$ cat src/rtl/ifetch_pkg.sv
// ifetch_pkg: shared types and sizing helpers for the instruction prefetch unit.
package ifetch_pkg;

    localparam logic [31:0] PC_INIT_DEFAULT = 32'h80020000;

    typedef logic [31:0] word_t;

    typedef struct packed {
        word_t pc;
        word_t instr;
    } fetch_entry_t;

    function automatic int ptr_w(input int depth);
        return (depth > 1) ? $clog2(depth) : 1;
    endfunction

    function automatic int cnt_w(input int depth);
        return $clog2(depth + 1);
    endfunction

endpackage

$ cat src/rtl/fetch_fifo.sv
// fetch_fifo: circular buffer of fetched {pc, instr} entries; flush beats push and pop.
module fetch_fifo
    import ifetch_pkg::*;
#(
    parameter int DEPTH = 4,
    localparam int PW = ptr_w(DEPTH),
    localparam int CW = cnt_w(DEPTH)
) (
    input  logic          clk,
    input  logic          reset,
    input  logic          push_i,
    input  logic          pop_i,
    input  logic          flush_i,
    input  fetch_entry_t  din_i,
    output fetch_entry_t  head_o,
    output logic [CW-1:0] count_o
);

    localparam logic [CW-1:0] FULL = CW'(DEPTH);

    fetch_entry_t mem_q [DEPTH];
    logic [PW-1:0] wr_q, wr_d, rd_q, rd_d;
    logic [CW-1:0] cnt_q, cnt_d;
    logic          do_push, do_pop;

    assign do_push = push_i & (cnt_q != FULL);
    assign do_pop  = pop_i & (cnt_q != '0);

    always_comb begin
        wr_d  = flush_i ? '0 : wr_q + PW'(do_push);
        rd_d  = flush_i ? '0 : rd_q + PW'(do_pop);
        cnt_d = flush_i ? '0 : cnt_q + CW'(do_push) - CW'(do_pop);
    end

    // Storage is cleared on reset so the head reads as zero until the first push.
    always_ff @(posedge clk or posedge reset) begin
        if (reset) begin
            wr_q  <= '0;
            rd_q  <= '0;
            cnt_q <= '0;
            for (int i = 0; i < DEPTH; i++) mem_q[i] <= '0;
        end else begin
            wr_q  <= wr_d;
            rd_q  <= rd_d;
            cnt_q <= cnt_d;
            if (do_push && !flush_i) mem_q[wr_q] <= din_i;
        end
    end

    assign head_o  = mem_q[rd_q];
    assign count_o = cnt_q;

endmodule

$ cat src/rtl/ifetch_prefetch.sv
// ifetch_prefetch: sequential instruction prefetcher feeding the core, with redirect
// flush and dropping of responses that belong to the abandoned fetch stream.
module ifetch_prefetch
    import ifetch_pkg::*;
#(
    parameter word_t PC_INIT = PC_INIT_DEFAULT,
    parameter int    DEPTH   = 4
) (
    input  logic        clk,
    input  logic        reset,
    input  logic        redirect_valid,
    input  logic [31:0] redirect_pc,
    output logic        instr_valid,
    input  logic        instr_ready,
    output logic [31:0] instr_out,
    output logic [31:0] instr_pc,
    output logic        imem_req,
    output logic [31:0] imem_addr,
    input  logic        imem_gnt,
    input  logic        imem_rvalid,
    input  logic [31:0] imem_rdata
);

    localparam int          CW  = cnt_w(DEPTH);
    localparam logic [CW:0] CAP = (CW + 1)'(DEPTH);

    word_t         fetch_q, fetch_d, resp_q, resp_d, redir_pc;
    logic [CW-1:0] out_q, out_d, drop_q, drop_d, count;
    logic          fire, rv, push, pop;
    fetch_entry_t  head;

    assign redir_pc    = {redirect_pc[31:2], 2'b00};
    assign imem_req    = !reset & !redirect_valid & (({1'b0, count} + {1'b0, out_q}) < CAP) & (drop_q == '0);
    assign imem_addr   = fetch_q;
    assign fire        = imem_req & imem_gnt;
    // A response with nothing outstanding is a protocol violation and is ignored.
    assign rv          = imem_rvalid & (out_q != '0);
    assign push        = rv & (drop_q == '0) & !redirect_valid;
    assign instr_valid = count != '0;
    assign pop         = instr_valid & instr_ready;
    assign instr_out   = head.instr;
    assign instr_pc    = head.pc;

    always_comb begin
        out_d   = out_q + CW'(fire) - CW'(rv);
        drop_d  = redirect_valid ? out_q - CW'(rv) : drop_q - CW'(rv & (drop_q != '0));
        fetch_d = redirect_valid ? redir_pc : fetch_q + (fire ? 32'd4 : 32'd0);
        resp_d  = redirect_valid ? redir_pc : resp_q + (push ? 32'd4 : 32'd0);
    end

    always_ff @(posedge clk or posedge reset) begin
        if (reset) begin
            fetch_q <= PC_INIT;
            resp_q  <= PC_INIT;
            out_q   <= '0;
            drop_q  <= '0;
        end else begin
            fetch_q <= fetch_d;
            resp_q  <= resp_d;
            out_q   <= out_d;
            drop_q  <= drop_d;
        end
    end

    fetch_fifo #(.DEPTH(DEPTH)) u_fifo (
        .clk     (clk),
        .reset   (reset),
        .push_i  (push),
        .pop_i   (pop),
        .flush_i (redirect_valid),
        .din_i   ('{pc: resp_q, instr: imem_rdata}),
        .head_o  (head),
        .count_o (count)
    );

    a_cap: assert property (@(posedge clk) disable iff (reset)
        ({1'b0, count} + {1'b0, out_q}) <= CAP);
    a_drop: assert property (@(posedge clk) disable iff (reset) drop_q <= out_q);

endmodule
$ cat config.mk
export PLATFORM = sky130hd
export DESIGN_NAME = ifetch_prefetch
export DESIGN_NICKNAME = d
export VERILOG_FILES = /design/src/rtl/ifetch_pkg.sv /design/src/rtl/fetch_fifo.sv /design/src/rtl/ifetch_prefetch.sv
export SDC_FILE = /design/constraint.sdc
export NUM_CORES = 1
export LEC_CHECK = 0
export ABC_AREA = 0
export CORE_ASPECT_RATIO = 1.2
export CORE_UTILIZATION = 44
export CTS_BUF_LIST = sky130_fd_sc_hd__clkbuf_4 sky130_fd_sc_hd__clkbuf_8
export DETAILED_ROUTE_END_ITERATION = 8
export PLACE_DENSITY_LB_ADDON = 0.2
export SYNTH_ARGS = -nofsm -noshare
export SYNTH_HDL_FRONTEND = slang
export SYNTH_HIERARCHICAL = 1
export SYNTH_SLANG_ARGS = --single-unit
$ cat constraint.sdc
create_clock -name clk -period 12.4 [get_ports clk]
set_input_delay 2.48 -clock clk [delete_from_list [all_inputs] [get_ports clk]]
set_output_delay 2.48 -clock clk [all_outputs]
set_load 0.01 [all_outputs]
==> results by group <==
Run status
  – Run status: completed

Synthesis
  – Synth top area share: 51.8%
  – Biggest area consumer among synthesized cells: dfrtp_1
  – Top cells by area, synth: dfrtp_1 (52%), mux2_2 (15%), mux4_2 (9.2%)
  – Most common cell in the netlist: dfrtp_1
  – Library cells used by synthesis: 60
  – Post-synth EDFFs: 0
  – Syn avg cell area: 14.6 µm²
  – Synth warn: 6
  – Synthesized cell area: between 0.015 and 0.02 mm²
  – Cells after Synth: 1078
  – Sequential share of the synthesized area: 52.4%
  – Register bit total from synthesis: between 300 and 400
  – Synth cell count leaders: dfrtp_1 (325), mux2_2 (207), mux4_2 (64)
  – Fraction of registers with async set/reset: 100%
  – Most used flip-flop cell after synthesis: dfrtp_1

Clock network
  – Maximum clock path buffer count: 3
  – Cts-stage hold buffer count: 0
  – Clock-pin slew on the worst setup and hold paths: roughly 0.060 ns
  – Later-pin clock latency in the skew report: 0.59 ns
  – Root buf cell: clkbuf_8
  – Post-CTS sizing: 0
  – Setup bufs post-CTS: 0
  – CTS tree: done
  – Num CTS Buffers: 56
  – Htree depth: 2
  – Sink Count: 329

Worst setup path
  – Slowest cell on crit path: clkdlybuf4s50_1
  – CP dominant cell by count: clkdlybuf4s50_1
  – Crit path launch type: input pin
  – Worst Setup End Kind: output port
  – CP max stage delay: 0.61 ns
  – Critical path peak fanout: 3
  – Critical Path AT: around 4.5 ns
  – Setup CP Type: in2out
  – Crit path required time: 9.92 ns
  – Crit-path cells: clkdlybuf4s50_1, or4_1, a311oi_1, clkdlybuf4s50_1

Run
  – # Max-Cap Violations: 0

Power and ir drop
  – Sw Ratio: 26.0%
  – Sequential fraction of design power: 42.6%
  – Pleak: approximately 8.5 nW
  – Internal: 2.32 mW
  – Pwr per Cell Area: 166 mW/mm²
  – Net load switching power: 814 µW
  – Clock network power share: between 30% and 40%
  – Power consumption: 3.13 mW
  – VDD IR max: 0.116 mV
  – Comb power frac: roughly 22%

STA
  – Fin crit share: 56.5%
  – Setup_tns: 0 ns
  – # setup viols final: 0
  – RSZ-0062 raised after global routing: false
  – Final Max Slew Viols: 0
  – Final hold violation count: 0
  – Max Fclk: 143 MHz
  – Slew margin rel.: approximately 30%
  – Min Tclk post-route: 7.01 ns
  – Final WS setup: 5.39 ns
  – Clk_skew: 0.0303 ns
  – Worst Tran Pin Value: 1.05 ns

Finish
  – Final Core Density: 53.9%
  – Area delta synth->final: 20.3%
  – Nets: approximately 1300
  – Fraction of layout cells with a size suffix above 1: 36.5%
  – Ant. Diodes: 0

Die
  – Row cnt: 75
  – Top Ports: 168
  – Die width: 174 µm
  – Die Y: ~210 µm
  – Initial Utilization: 44.8%
  – Core ar.: 0.0351 mm²
  – Die ar.: 0.0365 mm²

Placed design
  – Buffers on Ports: 163
  – Hpwl dp: 20500 µm
  – Gpl congestion: about 0.81
  – Place WS: approximately 5.4 ns

Global routing
  – Largest net degree at the start of global routing: 118
  – Antenna violations before repair: 0
  – Aggregate global-route resource usage: 19.4%
  – Vias in the first global route: 10300
  – Total global routing overflow: 0
  – First-pass GRT wire length: 56400 µm

Route
  – Via Count: 9695
  – Vias per inst: around 5.5
  – Metal-1 WL: 15600 µm
  – Final wirelength: 34200 µm
  – Met3 wire len: 1570 µm
  – Max Used Layer: met4
  – # DRC: 0
  – WL/cell: 19.4 µm
  – First-pass DRT Iterations: 4
  – 1st-iter DRT viols: roughly 440
  – DR WL met2: 16100 µm
  – DRT antenna net count: 0

Min path
  – Worst min path class: reg2reg
[flip-flops by register name (all words and copies together), names as in the netlist]
| signal | flops |
|---|---|
| u_fifo/mem_q | 256 |
| imem_addr | 30 |
| resp_q | 30 |
| drop_q | 3 |
| out_q | 3 |
| u_fifo/count_o | 3 |
| u_fifo/rd_q | 2 |
| u_fifo/wr_q | 2 |
[cell families (layout without fill, tap and decap cells)]
| kind of cell | after synthesis | after routing | synth area share [%] |
|---|---|---|---|
| AO/OA/AOI/OAI | 85 | 85 | 3.73 |
| XOR/XNOR | 26 | 26 | 1.45 |
| adder cells (fa/ha/maj) | 18 | 18 | 1.53 |
| buffers and inverters | 90 | 306 | 3.61 |
| flip-flops | 329 | 329 | 52.4 |
| multiplexers | 336 | 336 | 30.1 |
| other | 1 | 10 | 0.0239 |
| AND/OR/NAND/NOR | 193 | 193 | 7.16 |
[worst max-delay path, delay by kind of cell]
family                 cells  cell delay, ns
buffers and inverters      2            1.14
AO/OA/AOI/OAI              1            0.34
AND/OR/NAND/NOR            1            0.57
[final cells by class]
class                      instances  area [µm²]
clock buffer                      89        1120
timing repair buffer             176        1720
multi-input combinational        668        6950
clock inverter                    15         180
fill                            2988       16200
tap                              462         578
inverter                          26         105
sequential                       329        8250
[power by group through the flow]
stage | combinational, mW | clock, mW | sequential (mW)
after floorplan | 0.396 | 0 | 1.32
after global placement | 0.699 | 0 | 1.34
after detailed placement | 0.710 | 0 | 1.35
after CTS | 0.712 | 1.14 | 1.33
after global routing | 0.757 | 1.18 | 1.36
final | 0.698 | 1.10 | 1.33
[per-layer routing]
layer | GRT usage [%] | vias to the layer above
li1 | - | 4396
met4 | 6.54 | 0
met2 | 30.9 | 251
met3 | 3.40 | 66
met5 | 0 | -
met1 | 26.9 | 4982
[cell usage in the layout, fill, tap and decap left out, types with 5 or more instances in the layout]
cell	count
clkbuf_8	73
mux2i_1	5
nor4_1	18
mux4_2	64
inv_1	23
nor3_1	14
nor2b_1	6
a31oi_1	15
ha_1	16
nand2_1	20
o31ai_1	12
mux2_4	60
xor2_1	8
clkdlybuf4s50_1	162
o21ai_0	14
nor2_1	38
dfrtp_1	323
nand4_1	21
o31a_1	5
clkbuf_4	16
xnor2_1	18
and4_1	15
a21oi_1	9
conb_1	10
buf_4	13
o21a_1	5
or4_1	15
clkinv_2	9
nand3_1	15
a211oi_1	13
mux2_2	207
[stage by stage]
step	hold slack, ns	cells	cell area, µm²
floorplan	0.474	1087	15700
global placement	0.482	1661	17600
detailed placement	0.487	1661	17600
CTS	0.501	1765	18900
global route	0.505	1765	18900
finish	0.497	1765	18900
[path summary, 6_finish.rpt]
path                                    from                end  cells past startpoint  slack, ns
hold / removal             u_fifo/mem_q[115]  u_fifo/mem_q[115]                      1       0.50
setup / recovery                       reset           imem_req                      4       5.39
hold reg to reg            u_fifo/mem_q[115]  u_fifo/mem_q[115]                      1       0.50
max in group asynchronous              reset     u_fifo/rd_q[0]                      4       7.32
setup reg to reg                    out_q[2]      imem_addr[21]                      9       8.36
min in group asynchronous              reset  u_fifo/count_o[2]                      2       2.49
No activity file was read; power rests on OpenSTA's default activity.
